===== src/rtl/dmem_pingpong_ctrl.sv =====
// Ping-pong data-memory controller: fills bank ~rb from a valid/ready write stream
// while draining bank rb into a valid/ready read stream. Optional macro: DMEM_CTRL_LAST_EN (adds out_last).
module dmem_pingpong_ctrl #(
  parameter int BITS = 32,
  parameter int ADDR = 9
) (
  input  logic            clk,
  input  logic            rst,
  input  logic [ADDR-2:0] cfg_len,
  input  logic            in_valid,
  output logic            in_ready,
  input  logic [BITS-1:0] in_data,
  output logic            out_valid,
  input  logic            out_ready,
  output logic [BITS-1:0] out_data,
`ifdef DMEM_CTRL_LAST_EN
  output logic            out_last,
`endif
  output logic            mem_cen,
  output logic            mem_gwen,
  output logic [ADDR-1:0] mem_addr_r,
  output logic [ADDR-1:0] mem_addr_w,
  output logic [BITS-1:0] mem_data_i,
  input  logic [BITS-1:0] mem_data_o
);

  localparam int PW = ADDR - 1;

  logic            r_rb;
  logic [1:0]      r_full;
  logic [PW-1:0]   r_len [2];
  logic [PW-1:0]   r_wptr;
  logic [PW-1:0]   r_rptr;
  logic [PW-1:0]   r_lastAddrW;
  logic [BITS-1:0] r_lastData;
  logic            r_inflight;
  logic [BITS-1:0] r_fifo [2];
  logic            r_fifoRd;
  logic            r_fifoWr;
  logic [1:0]      r_occ;

  logic            w_wb;
  logic [PW-1:0]   w_wrLen;
  logic            w_wrFire;
  logic            w_wrLast;
  logic            w_fifoNonEmpty;
  logic            w_outValid;
  logic            w_pop;
  logic [2:0]      w_level;
  logic            w_rdIssue;
  logic            w_rdLast;
  logic            w_swap;
  logic            w_push;
  logic            w_fifoPop;

  // Frame length is taken live from cfg_len on the first word, then from the latched copy.
  assign w_wb      = ~r_rb;
  assign w_wrLen   = (r_wptr == '0) ? cfg_len : r_len[w_wb];
  assign in_ready  = !rst && !r_full[w_wb];
  assign w_wrFire  = in_valid && in_ready;
  assign w_wrLast  = w_wrFire && (r_wptr == w_wrLen);

  assign w_fifoNonEmpty = (r_occ != 2'd0);
  assign w_outValid     = w_fifoNonEmpty || r_inflight;
  assign w_pop          = w_outValid && out_ready;
  assign w_level        = {1'b0, r_occ} + {2'b00, r_inflight} - {2'b00, w_pop};
  assign w_rdIssue      = !rst && r_full[r_rb] && (w_level < 3'd2);
  assign w_rdLast       = w_rdIssue && (r_rptr == r_len[r_rb]);
  assign w_swap         = !rst && r_full[w_wb] && !r_full[r_rb];

  // A returning word bypasses the FIFO when it is empty and the consumer takes it at once.
  assign w_push    = r_inflight && !(w_pop && !w_fifoNonEmpty);
  assign w_fifoPop = w_pop && w_fifoNonEmpty;

  assign out_valid  = w_outValid;
  assign out_data   = w_fifoNonEmpty ? r_fifo[r_fifoRd] : (r_inflight ? mem_data_o : '0);
  assign mem_cen    = !(w_wrFire || w_rdIssue);
  assign mem_gwen   = 1'b1;
  assign mem_addr_r = {r_rb, r_rptr};
  // Idle write port repeats the last write so the forced rewrite is harmless.
  assign mem_addr_w = {w_wb, (w_wrFire ? r_wptr : r_lastAddrW)};
  assign mem_data_i = w_wrFire ? in_data : r_lastData;

  always_ff @(posedge clk) begin
    if (rst) begin
      r_rb        <= 1'b0;
      r_full      <= 2'b00;
      r_len[0]    <= '0;
      r_len[1]    <= '0;
      r_wptr      <= '0;
      r_rptr      <= '0;
      r_lastAddrW <= '0;
      r_lastData  <= '0;
      r_inflight  <= 1'b0;
      r_fifo[0]   <= '0;
      r_fifo[1]   <= '0;
      r_fifoRd    <= 1'b0;
      r_fifoWr    <= 1'b0;
      r_occ       <= 2'd0;
    end else begin
      if (w_wrFire) begin
        r_lastAddrW <= r_wptr;
        r_lastData  <= in_data;
        if (r_wptr == '0) r_len[w_wb] <= cfg_len;
        if (w_wrLast) begin
          r_wptr       <= '0;
          r_full[w_wb] <= 1'b1;
        end else begin
          r_wptr <= r_wptr + PW'(1);
        end
      end
      if (w_rdIssue) begin
        if (w_rdLast) begin
          r_rptr       <= '0;
          r_full[r_rb] <= 1'b0;
        end else begin
          r_rptr <= r_rptr + PW'(1);
        end
      end
      if (w_swap) r_rb <= ~r_rb;
      r_inflight <= w_rdIssue;
      if (w_push) begin
        r_fifo[r_fifoWr] <= mem_data_o;
        r_fifoWr         <= ~r_fifoWr;
      end
      if (w_fifoPop) r_fifoRd <= ~r_fifoRd;
      r_occ <= r_occ + {1'b0, w_push} - {1'b0, w_fifoPop};
    end
  end

`ifdef DMEM_CTRL_LAST_EN
  logic r_inflightLast;
  logic r_fifoLast [2];

  // The last-word marker follows the same path as its data word.
  always_ff @(posedge clk) begin
    if (rst) begin
      r_inflightLast <= 1'b0;
      r_fifoLast[0]  <= 1'b0;
      r_fifoLast[1]  <= 1'b0;
    end else begin
      r_inflightLast <= w_rdLast;
      if (w_push) r_fifoLast[r_fifoWr] <= r_inflightLast;
    end
  end

  assign out_last = w_fifoNonEmpty ? r_fifoLast[r_fifoRd] : (r_inflight && r_inflightLast);
`endif

endmodule

===== config.mk =====
export PLATFORM = sky130hd
export DESIGN_NAME = dmem_pingpong_ctrl
export DESIGN_NICKNAME = d
export VERILOG_FILES = /design/src/rtl/dmem_pingpong_ctrl.sv
export SDC_FILE = /design/constraint.sdc
export NUM_CORES = 1
export LEC_CHECK = 0
export CELL_PAD_IN_SITES_DETAIL_PLACEMENT = 1
export CELL_PAD_IN_SITES_GLOBAL_PLACEMENT = 1
export CORE_ASPECT_RATIO = 0.5
export CORE_MARGIN = 1
export CORE_UTILIZATION = 35
export DETAILED_ROUTE_END_ITERATION = 10
export PLACE_DENSITY = 0.86
export SYNTH_ARGS = -nofsm -noshare
export SYNTH_HDL_FRONTEND = slang
export SYNTH_SLANG_ARGS = --single-unit

===== constraint.sdc =====
create_clock -name clk -period 4 [get_ports clk]
set_clock_uncertainty 0.15 [all_clocks]
set_input_delay 1.2 -clock clk [delete_from_list [all_inputs] [get_ports clk]]
set_output_delay 1.2 -clock clk [all_outputs]
set_load 0.1 [all_outputs]

==> impl_metrics.toml <==
[run_status]
status = "complete, but fails checks"
violations = "negative setup slack"

[die]
die-area_um2 = 20500
die_w_um = 202
num_rows = 36
die_height_um = 102
start_util = 0.358
coreArea_um2 = 19500
io_pins = 162

[sta]
tightestPinTransition_ns = 0.939
rsz0062_at_grt = "yes"
whs_ns = 0.380
fmax_mhz = 242
fin_tns_setup_ns = -0.124
fin_crit_ns = 4.12
hold_violations = 0
setup_viol = 1
worst_slack_ns = -0.124
maxSlewViolCount = 0
slew_headroom = 0.370
finalCritPeriodShare = 1.03

[synthesis]
synth.distinct_cells = 47
synth-warning-count = 0
synth_flop_cell = "edfxtp_1"
syn_area_um2 = 6970
netlist_top_cells_area = "edfxtp_1 34%, dfxtp_1 19%, and2_1 7.3%, nand2_1 7.1%, mux2i_1 7.0%"
syn_nets = 793
synth_common_cells = "131 x nand2_1, 81 x and2_1, 80 x edfxtp_1"
synth.most_common_cell = "nand2_1"
synth_seq_cells = 146
yosys.area.top_type = "edfxtp_1"
netlist.area_leader.share = 0.345
synth_edf_count = 80
syn_avg_cell_area_um2 = 9.81
async_flop_share = 0
synthCells = 710
synth_seq_area_share = 0.534

[setup_path]
worstPathArrival_ns = 2.77
worstPathCellList = "buf_6 -> and2_4 -> ha_4 -> nand2b_4 -> fa_2 -> nand4_1 -> inv_2 -> nor2_4 -> buf_12"
end_kind = "primary output"
start_kind = "input pin"
cp_slowest_stage_delay_ns = 0.53
cp_max_fo = 2
required_ns = 2.65
cp_top_family = "adder cells"
cp_num_buf_inv = 3
critPathSlowestCell = "fa_2"
path_class = "in -> out"

[global_routing]
grt.overflow.total = 0
grt_use_total = 0.207
grt_pass1_vias = 6395
antenna_found_initial = 0
grt_max_degree = 61
grt_pass1_wl_um = 33100

[routing]
drtIter0Drc = 285
drtAntennaViolNets = 0
dr_total_vias = 5851
vias_per_cell = 5.12
drt-total-wl_um = 21200
drcViolationCount = 0
drtPass1Iterations = 4
wl_per_cell_um = 18.6

[power]
pwr-share-seq = 0.323
pwr-share-comb = 0.377
intPower_mw = 3.27
sw_frac_of_total = 0.382
p_switching_mw = 2.02
p_leak_nw = 3.99
clkPwrFrac = 0.300
p_per_area_nw_per_um2 = 496
vdd_ir_drop_max_uv = 301

[placement]
port_buffers = 160
placed_cell_area_um2 = 10100
globalplace.congestion = 0.795
dp_hpwl_um = 14800
dp_cells = 1108

[clock_tree]
root_buffer = "clkbuf_16"
clk_latency_ns = 0.41
htreeDepth = 4
cts_tree = "built"
cts_buffers = 17
cts_hold_buf = 0
cts_buffer_depth = 2
cts_sinks = 146
clkTransAtPathRegs_ns = 0.06

[run]
maxCapViolCount = 0

[finish]
final_util = 0.548
final_nets = 946
syn_to_final_growth_pct = 53.1
drive_above_1_share = 0.241
post-route-cell-area_um2 = 10700
num_antenna_cells = 0
fin_cells = 1142

[hold_path]
hold_path.class = "reg -> reg"
[worst min-delay path: cells and delay by family (launching register included)]
family,cells,cell delay [ns]
compound gates,1,0.08
simple gates,1,0.11
flops,1,0.30
[through the flow]
step / power (mW) / worst slack, ns
2_1_floorplan: 3.00 / -0.408
3_3_place_gp: 3.67 / -0.491
3_5_place_dp: 3.72 / -0.499
4_1_cts: 5.33 / -0.113
5_1_grt: 5.46 / -0.162
6_report: 5.29 / -0.124
[cells by family after synthesis]
group,Yosys count,share of synthesized area
simple gates,318,0.230
flops,146,0.534
compound gates,98,0.0792
buf+inv,65,0.0382
mux,50,0.0720
xor+xnor,24,0.0302
fa+ha+maj,8,0.0151
other cells,1,0.000538
[power by group through the flow]
stage / registers, mW / logic (mW) / clock network (mW)
finish: 1.71 / 1.99 / 1.59
global route: 1.72 / 2.06 / 1.68
CTS: 1.71 / 2.00 / 1.61
detailed placement: 1.74 / 1.98 / 0
global placement: 1.73 / 1.94 / 0
floorplan: 1.69 / 1.31 / 0
[worst paths after layout]
path                          endpoint  slack [ns]  depth (start not counted)                 startpoint
min reg2reg  r_lastAddrW[5]$_SDFF_PP0_        0.38                          2  r_lastAddrW[5]$_SDFF_PP0_
max reg2reg       r_full[0]$_SDFF_PP0_        0.67                          8     r_wptr[0]$_SDFFE_PP0P_
max                            mem_cen       -0.12                          9                  out_ready
min          r_lastAddrW[5]$_SDFF_PP0_        0.38                          2  r_lastAddrW[5]$_SDFF_PP0_
[what timing repair did]
action | CTS | global route
buffers inserted | 1 | 1
resized for setup | 6 | 2
endpoints found under the setup margin | 1 | 5
pin swaps | 6 | 1
[cell usage in the layout (no fill, tap or decap), types with 4 or more instances in the layout]
cell              n
clkbuf_16        17
dfxtp_1          64
ha_1              5
nand3_1          33
mux2i_1          49
clkdlybuf4s50_1  73
nand2_4          34
a21oi_1          41
o21ai_1          30
or2_2             4
nand2_1          93
buf_4            34
o211ai_1          5
nand2_8           4
nor3_1           14
xnor2_1           8
o21ai_4           4
nor2_1           18
nor4_1            4
clkinvlp_4        5
inv_1            10
and2_1           79
edfxtp_1         80
xor2_1           15
o21ai_0           4
nand4_1          10
buf_12           78
[registers in the layout (all words and copies together), names as in the netlist, named ones only]
register     cells
r_fifo          64
r_lastData      32
r_len           16
r_lastAddrW      8
r_rptr           8
r_wptr           8
r_full           2
r_occ            2
r_fifoRd         1
r_fifoWr         1
r_inflight       1
r_rb             1
[per-layer routing]
metal / routed length (um) / track usage / up-vias / share of wire
met4: 606 / 0.0857 / 0 / 0.029
met1: 8640 / 0.229 / 2931 / 0.41
met5: 0 / 0 / - / 0
li1: - / - / 2758 / -
met2: 11300 / 0.396 / 114 / 0.53
met3: 631 / 0.0389 / 48 / 0.030
[area by class of cell]
cell class | count | area [um^2]
Timing Repair Buffer | 187 | 2560
Tap cell | 266 | 333
Clock inverter | 12 | 133
Fill cell | 2083 | 8790
Multi-Input combinational cell | 499 | 3410
Inverter | 12 | 52.6
Clock buffer | 20 | 447
Sequential cell | 146 | 3730
No activity file was read; power rests on OpenSTA's default activity.
==> patch 1: new RTL, same settings <==
Change the parameter `BITS` from 32 to 24.
--- a/src/rtl/dmem_pingpong_ctrl.sv
+++ b/src/rtl/dmem_pingpong_ctrl.sv
@@ -1,7 +1,7 @@
 // Ping-pong data-memory controller: fills bank ~rb from a valid/ready write stream
 // while draining bank rb into a valid/ready read stream. Optional macro: DMEM_CTRL_LAST_EN (adds out_last).
 module dmem_pingpong_ctrl #(
-  parameter int BITS = 32,
+  parameter int BITS = 24,
   parameter int ADDR = 9
 ) (
   input  logic            clk,
Interface: changed (resized in_data, mem_data_i, mem_data_o and out_data); port bits go from 162 to 130. No check against the original RTL was run, so the function may have changed too.
==> patch 1 against the unedited design <==
- the flow still finishes with violations (setup timing)
- area after synthesis down 15%
- critical path depth unchanged
- via count down 15%
- first-iteration DRC count up 28%
- routed wire length down 17%
- power down 12%
- worst setup slack worse by 0.14 ns
- count of clock-buffer cells in the layout down 3
- sequential cell count down 24
- final area down 14%
==> patch 1: results (changes against the unedited design) <==
| Metric | Value |
|---|---|
| Hold_sp | r_lastAddrW[7] (was r_lastAddrW[5]) |
| Worst R2R Setup Slack | 0.47 ns (was 0.67 ns) |
| VDD IR max | 0.315 mV (was 0.301 mV) |
| Syn Area/Cell | 9.79 um2 (was 9.81 um2) |
| Dpl cells | 931 (was 1108) |
| Delay-heaviest family, CP | simple AND/OR/NAND/NOR gates (was adder cells) |
| DR WL/cell | 18.3 um (was 18.6 um) |
| Post-Place Setup Slack | -0.683 ns (was -0.499 ns) |
| Final Wtd Congestion | 0.794 (was 0.795) |
| Synthesized net count | 669 (was 793) |
| Worst r2r src | r_occ[0] (was r_wptr[0]) |
| R2R depth | 12 (was 8) |
| CP Capture Point | mem_cen (unchanged) |
| Sequential area share after synthesis | 52.3% (was 53.4%) |
| Slew HR | 44.9% (was 37.0%) |
| Total negative slack | -0.262 ns (was -0.124 ns) |
| Setup ws final | -0.262 ns (was -0.124 ns) |
| Post-layout net count | 791 (was 946) |
| Post-synth EDFFs | 64 (was 80) |
| Worst path max stage delay | 0.36 ns (was 0.53 ns) |
| Crit path arrival time | 2.91 ns (was 2.77 ns) |
| Pre-Repair DR Iteration Count | 4 (unchanged) |
| Top post-synthesis cells by area | edfxtp_1 (33%), dfxtp_1 (20%), mux2i_1 (7.0%) (was edfxtp_1 (34%), dfxtp_1 (19%), and2_1 (7.3%)) |
| Tot GR Track Use | 21.3% (was 20.7%) |
| IO Port Bufs | 128 (was 160) |
| Worst r2r dst | r_full[1] (was r_full[0]) |
| Failing checks | setup timing (unchanged) |
| Vias in the first global route | 5304 (was 6395) |
| Routed wire length | 17700 um (was 21200 um) |
| Clk root buf | clkbuf_16 (unchanged) |
| Final setup viols | 1 (unchanged) |
| Switch share | 37.8% (was 38.2%) |
| Largest registers | r_fifo (48), r_lastData (24), r_len (16) (was r_fifo (64), r_lastData (32), r_len (16)) |
| DRT iter0 DRCs | 364 (was 285) |
| Share of post-route cells with drive strength above 1 | 26.5% (was 24.1%) |
| Largest net degree at the start of global routing | 53 (was 61) |
| Status | complete, but fails checks (unchanged) |
| Dpl hpwl | 12000 um (was 14800 um) |
| Commonest cells post-synth | nand2_1 (106), edfxtp_1 (64), and2_1 (60) (was nand2_1 (131), and2_1 (81), edfxtp_1 (80)) |
| Initial antenna violation count | 0 (unchanged) |
| First-pass GRT wire length | 28000 um (was 33100 um) |
| Vias after detailed routing | 4950 (was 5851) |
==> patch 1: kinds of logic after synthesis <==
family / count (synthesis) / synth area share (%)
compound gates: 88 / 8.51
xor+xnor: 24 / 3.57
fa+ha+maj: 8 / 1.78
buf+inv: 55 / 4.29
flops: 122 / 52.3
mux: 41 / 6.96
other cells: 1 / 0.0636
simple gates: 263 / 22.5
==> patch 1: final cells by class <==
type	instances	area, um2
Timing Repair Buffer	146	2010
Multi-Input combinational cell	425	3120
Inverter	12	47.5
Tap cell	227	284
Clock buffer	17	425
Fill cell	1738	7290
Clock inverter	15	163
Sequential cell	122	3080
==> patch 1: stage by stage <==
stage	total power [mW]	hold WS, ns	cell area, um2	util [%]
floorplan	2.53	0.314	6410	-
global placement	3.09	0.321	8480	51.6
detailed placement	3.12	0.350	8480	51.6
CTS	4.69	0.359	9090	55.3
global route	4.81	0.374	9140	55.6
finish	4.65	0.352	9140	55.6
==> patch 1: per-layer routing <==
metal	vias up	share of wire (%)	global-route usage, %
met5	-	0	0
met4	0	2.8	9.50
met3	35	3.6	4.34
met2	110	54	39.3
met1	2470	39	23.7
li1	2335	-	-
==> patch 1: power by group through the flow <==
| stage | sequential (mW) | clock, mW | combinational [mW] |
|---|---|---|---|
| 2_1_floorplan | 1.42 | 0 | 1.11 |
| 3_3_place_gp | 1.43 | 0 | 1.66 |
| 3_5_place_dp | 1.44 | 0 | 1.69 |
| 4_1_cts | 1.41 | 1.57 | 1.71 |
| 5_1_grt | 1.42 | 1.62 | 1.77 |
| 6_report | 1.41 | 1.54 | 1.70 |
==> patch 1: what timing repair did <==
| action | 4_1_cts | 5_1_grt |
|---|---|---|
| buffers inserted | 1 | 0 |
| pin swaps | 5 | 0 |
| endpoints found under the setup margin | 28 | 30 |
| gates resized for setup | 7 | 21 |
| gates cloned | 0 | 0 |
==> patch 2: new RTL, config.mk and constraints unchanged <==
Without the edit above. Register the input `cfg_len` before use, with the module's reset. The logic sees it one clock later. The other inputs are not delayed to match.
--- a/src/rtl/dmem_pingpong_ctrl.sv
+++ b/src/rtl/dmem_pingpong_ctrl.sv
@@ -25,6 +25,16 @@
 );
 
   localparam int PW = ADDR - 1;
+
+  logic [ADDR-2:0] cfg_len_q;
+
+  always_ff @(posedge clk) begin
+    if (rst) begin
+      cfg_len_q <= '0;
+    end else begin
+      cfg_len_q <= cfg_len;
+    end
+  end
 
   logic            r_rb;
   logic [1:0]      r_full;
@@ -55,7 +65,7 @@
 
   // Frame length is taken live from cfg_len on the first word, then from the latched copy.
   assign w_wb      = ~r_rb;
-  assign w_wrLen   = (r_wptr == '0) ? cfg_len : r_len[w_wb];
+  assign w_wrLen   = (r_wptr == '0) ? cfg_len_q : r_len[w_wb];
   assign in_ready  = !rst && !r_full[w_wb];
   assign w_wrFire  = in_valid && in_ready;
   assign w_wrLast  = w_wrFire && (r_wptr == w_wrLen);
@@ -101,7 +111,7 @@
       if (w_wrFire) begin
         r_lastAddrW <= r_wptr;
         r_lastData  <= in_data;
-        if (r_wptr == '0) r_len[w_wb] <= cfg_len;
+        if (r_wptr == '0) r_len[w_wb] <= cfg_len_q;
         if (w_wrLast) begin
           r_wptr       <= '0;
           r_full[w_wb] <= 1'b1;
Formal check against the unedited RTL: not equivalent (a bounded check fails within 4 cycles, from zero or initial values and one cycle with rst high).
==> patch 2 against the unedited design <==
- the run still ends with setup timing left
- sequential cell count is 8 higher
- register-to-register slack worse by 0.36 ns
- area after synthesis up 3.8%
- power is 4.1% higher
- final area increased by 4.0%
- highest routed layer unchanged
- routed wire length increased by 2.3%
- fmax fell by 2.9%
- clock power decreased by 4%
- worst setup slack got worse by 0.12 ns
==> patch 2: results (changes against the unedited design) <==
| Metric | Value |
|---|---|
| Sequential area share after synthesis | 53.7% (was 53.4%) |
| Synthesized net count | 810 (was 793) |
| First-pass GRT wire length | 35100 um (was 33100 um) |
| Commonest cells post-synth | nand2_1 (127), edfxtp_1 (80), and2_1 (77) (was nand2_1 (131), and2_1 (81), edfxtp_1 (80)) |
| Adder-cell share of the synthesized area | 1.45% (was 1.51%) |
| Multiplexer share of the synthesized area | 6.81% (was 7.20%) |
| IO Port Bufs | 160 (unchanged) |
| Syn Area/Cell | 9.95 um2 (was 9.81 um2) |
| Share of post-route cells with drive strength above 1 | 23.5% (was 24.1%) |
| Dpl cell area | 0.0105 mm2 (was 0.0101 mm2) |
| Htree depth | 4 (unchanged) |
| Largest registers | r_fifo (64), r_lastData (32), r_len (16) (unchanged) |
| Initial antenna violation count | 0 (unchanged) |
| DRT iter0 DRCs | 358 (was 285) |
| Fillers | 2033 (was 2083) |
| Clock Tree Buf Depth | 2 (unchanged) |
| Final setup viols | 1 (unchanged) |
| Async SR Flop Fraction | 0% (unchanged) |
| Synth Area in Compound Gates | 8.82% (was 7.92%) |
| Largest net degree at the start of global routing | 68 (was 61) |
| Top post-synthesis cells by area | edfxtp_1 (33%), dfxtp_1 (20%), and2_1 (6.7%) (was edfxtp_1 (34%), dfxtp_1 (19%), and2_1 (7.3%)) |
| Routed wire length | 21700 um (was 21200 um) |
| Hold Vio Cnt, Final | 0 (unchanged) |
| Total negative slack | -0.248 ns (was -0.124 ns) |
| Setup ws final | -0.248 ns (was -0.124 ns) |
| Final Wtd Congestion | 0.816 (was 0.795) |
| Clk slew on worst S/H paths | 0.06 ns (about the same) |
| Hold crit path type | flop to flop (unchanged) |
| VDD IR max | 0.342 mV (was 0.301 mV) |
| Vias after detailed routing | 5899 (was 5851) |
| Crit path arrival time | 2.90 ns (was 2.77 ns) |
| Vias in the first global route | 6596 (was 6395) |
| Failing checks | setup timing (unchanged) |
| Dpl cells | 1122 (was 1108) |
| Yosys warns | 0 (unchanged) |
| Netlist cell types | 58 (was 47) |
| Switch Pwr | 2.16 mW (was 2.02 mW) |
| Max cap viols | 0 (unchanged) |
| Worst-path fanout max | 2 (unchanged) |
| Slew HR | 43.7% (was 37.0%) |
| Clk root buf | clkbuf_16 (unchanged) |
| Via density per instance | 5.10 (was 5.12) |
| Dpl hpwl | 15300 um (was 14800 um) |
| Status | complete, but fails checks (unchanged) |
| Post-Place Setup Slack | -0.630 ns (was -0.499 ns) |
| Leak | 4.08 nW (was 3.99 nW) |
| Ant diodes | 0 (unchanged) |
| Pre-Repair DR Iteration Count | 4 (unchanged) |
| CTS buffer count | 17 (unchanged) |
| Post-synth EDFFs | 80 (unchanged) |
| Tot GR Track Use | 21.2% (was 20.7%) |
| Synth Area in XOR/XNOR | 2.91% (was 3.02%) |
| Worst-skew pair later-pin latency | 0.42 ns |
| Area of the multi-input gates | 0.00377 mm2 (was 0.00341 mm2) |
| Post-layout net count | 960 (was 946) |
[patch 2: final cells by class]
type	instances	share of cell area [%]
clock buffers	21	3.97
clock inverters	11	0.891
inverters	12	0.440
multi-input cells	510	33.9
flip-flops and latches	154	35.0
well taps	266	3.00
repair buffers	182	22.8
[patch 2: final timing paths]
check	endpoint	depth (start not counted)	startpoint	slack, ns
max	mem_cen	10	out_ready	-0.25
min	r_lastData[31]	2	r_lastData[31]	0.39
max reg2reg	r_full[0]	14	r_occ[0]	0.31
min reg2reg	r_lastData[31]	2	r_lastData[31]	0.39
[patch 2: routing by layer]
metal | global-route usage [%] | part of all wire, %
met1 | 23.9 | 40
met2 | 39.5 | 55
met3 | 3.84 | 3.0
met4 | 7.46 | 2.2
met5 | 0 | 0
[patch 2: what timing repair did]
item,in CTS,in global routing
pin swaps,6,6
endpoints found under the hold margin,0,0
setup endpoints to repair,4,3
resized for setup,8,1
setup buffers,2,0
[patch 2: power by group through the flow]
stage	combinational, mW	clock [mW]	sequential, mW
final	2.19	1.52	1.81
after global routing	2.28	1.61	1.82
after CTS	2.20	1.55	1.81
after detailed placement	2.18	0	1.84
after global placement	2.14	0	1.84
after floorplan	1.43	0	1.79
[patch 2: kinds of logic (layout without fill, tap and decap cells)]
kind of cell / after synthesis / count (layout)
adders and majority gates: 8 / 8
xor gates and xnor gates: 24 / 24
and+or+nand+nor: 322 / 322
buffers and inverters: 63 / 226
muxes: 49 / 49
AOI/OAI and AO/OA: 106 / 106
other: 1 / 1
DFF: 154 / 154
[patch 2: worst max-delay path, cell delays in order]
cell      delay [ns]
buf_6           0.09
and2_4          0.13
ha_4            0.20
nand2b_4        0.14
fa_2            0.36
xor2_1          0.15
nor4b_2         0.23
buf_4           0.18
nor2_4          0.05
buf_12          0.16
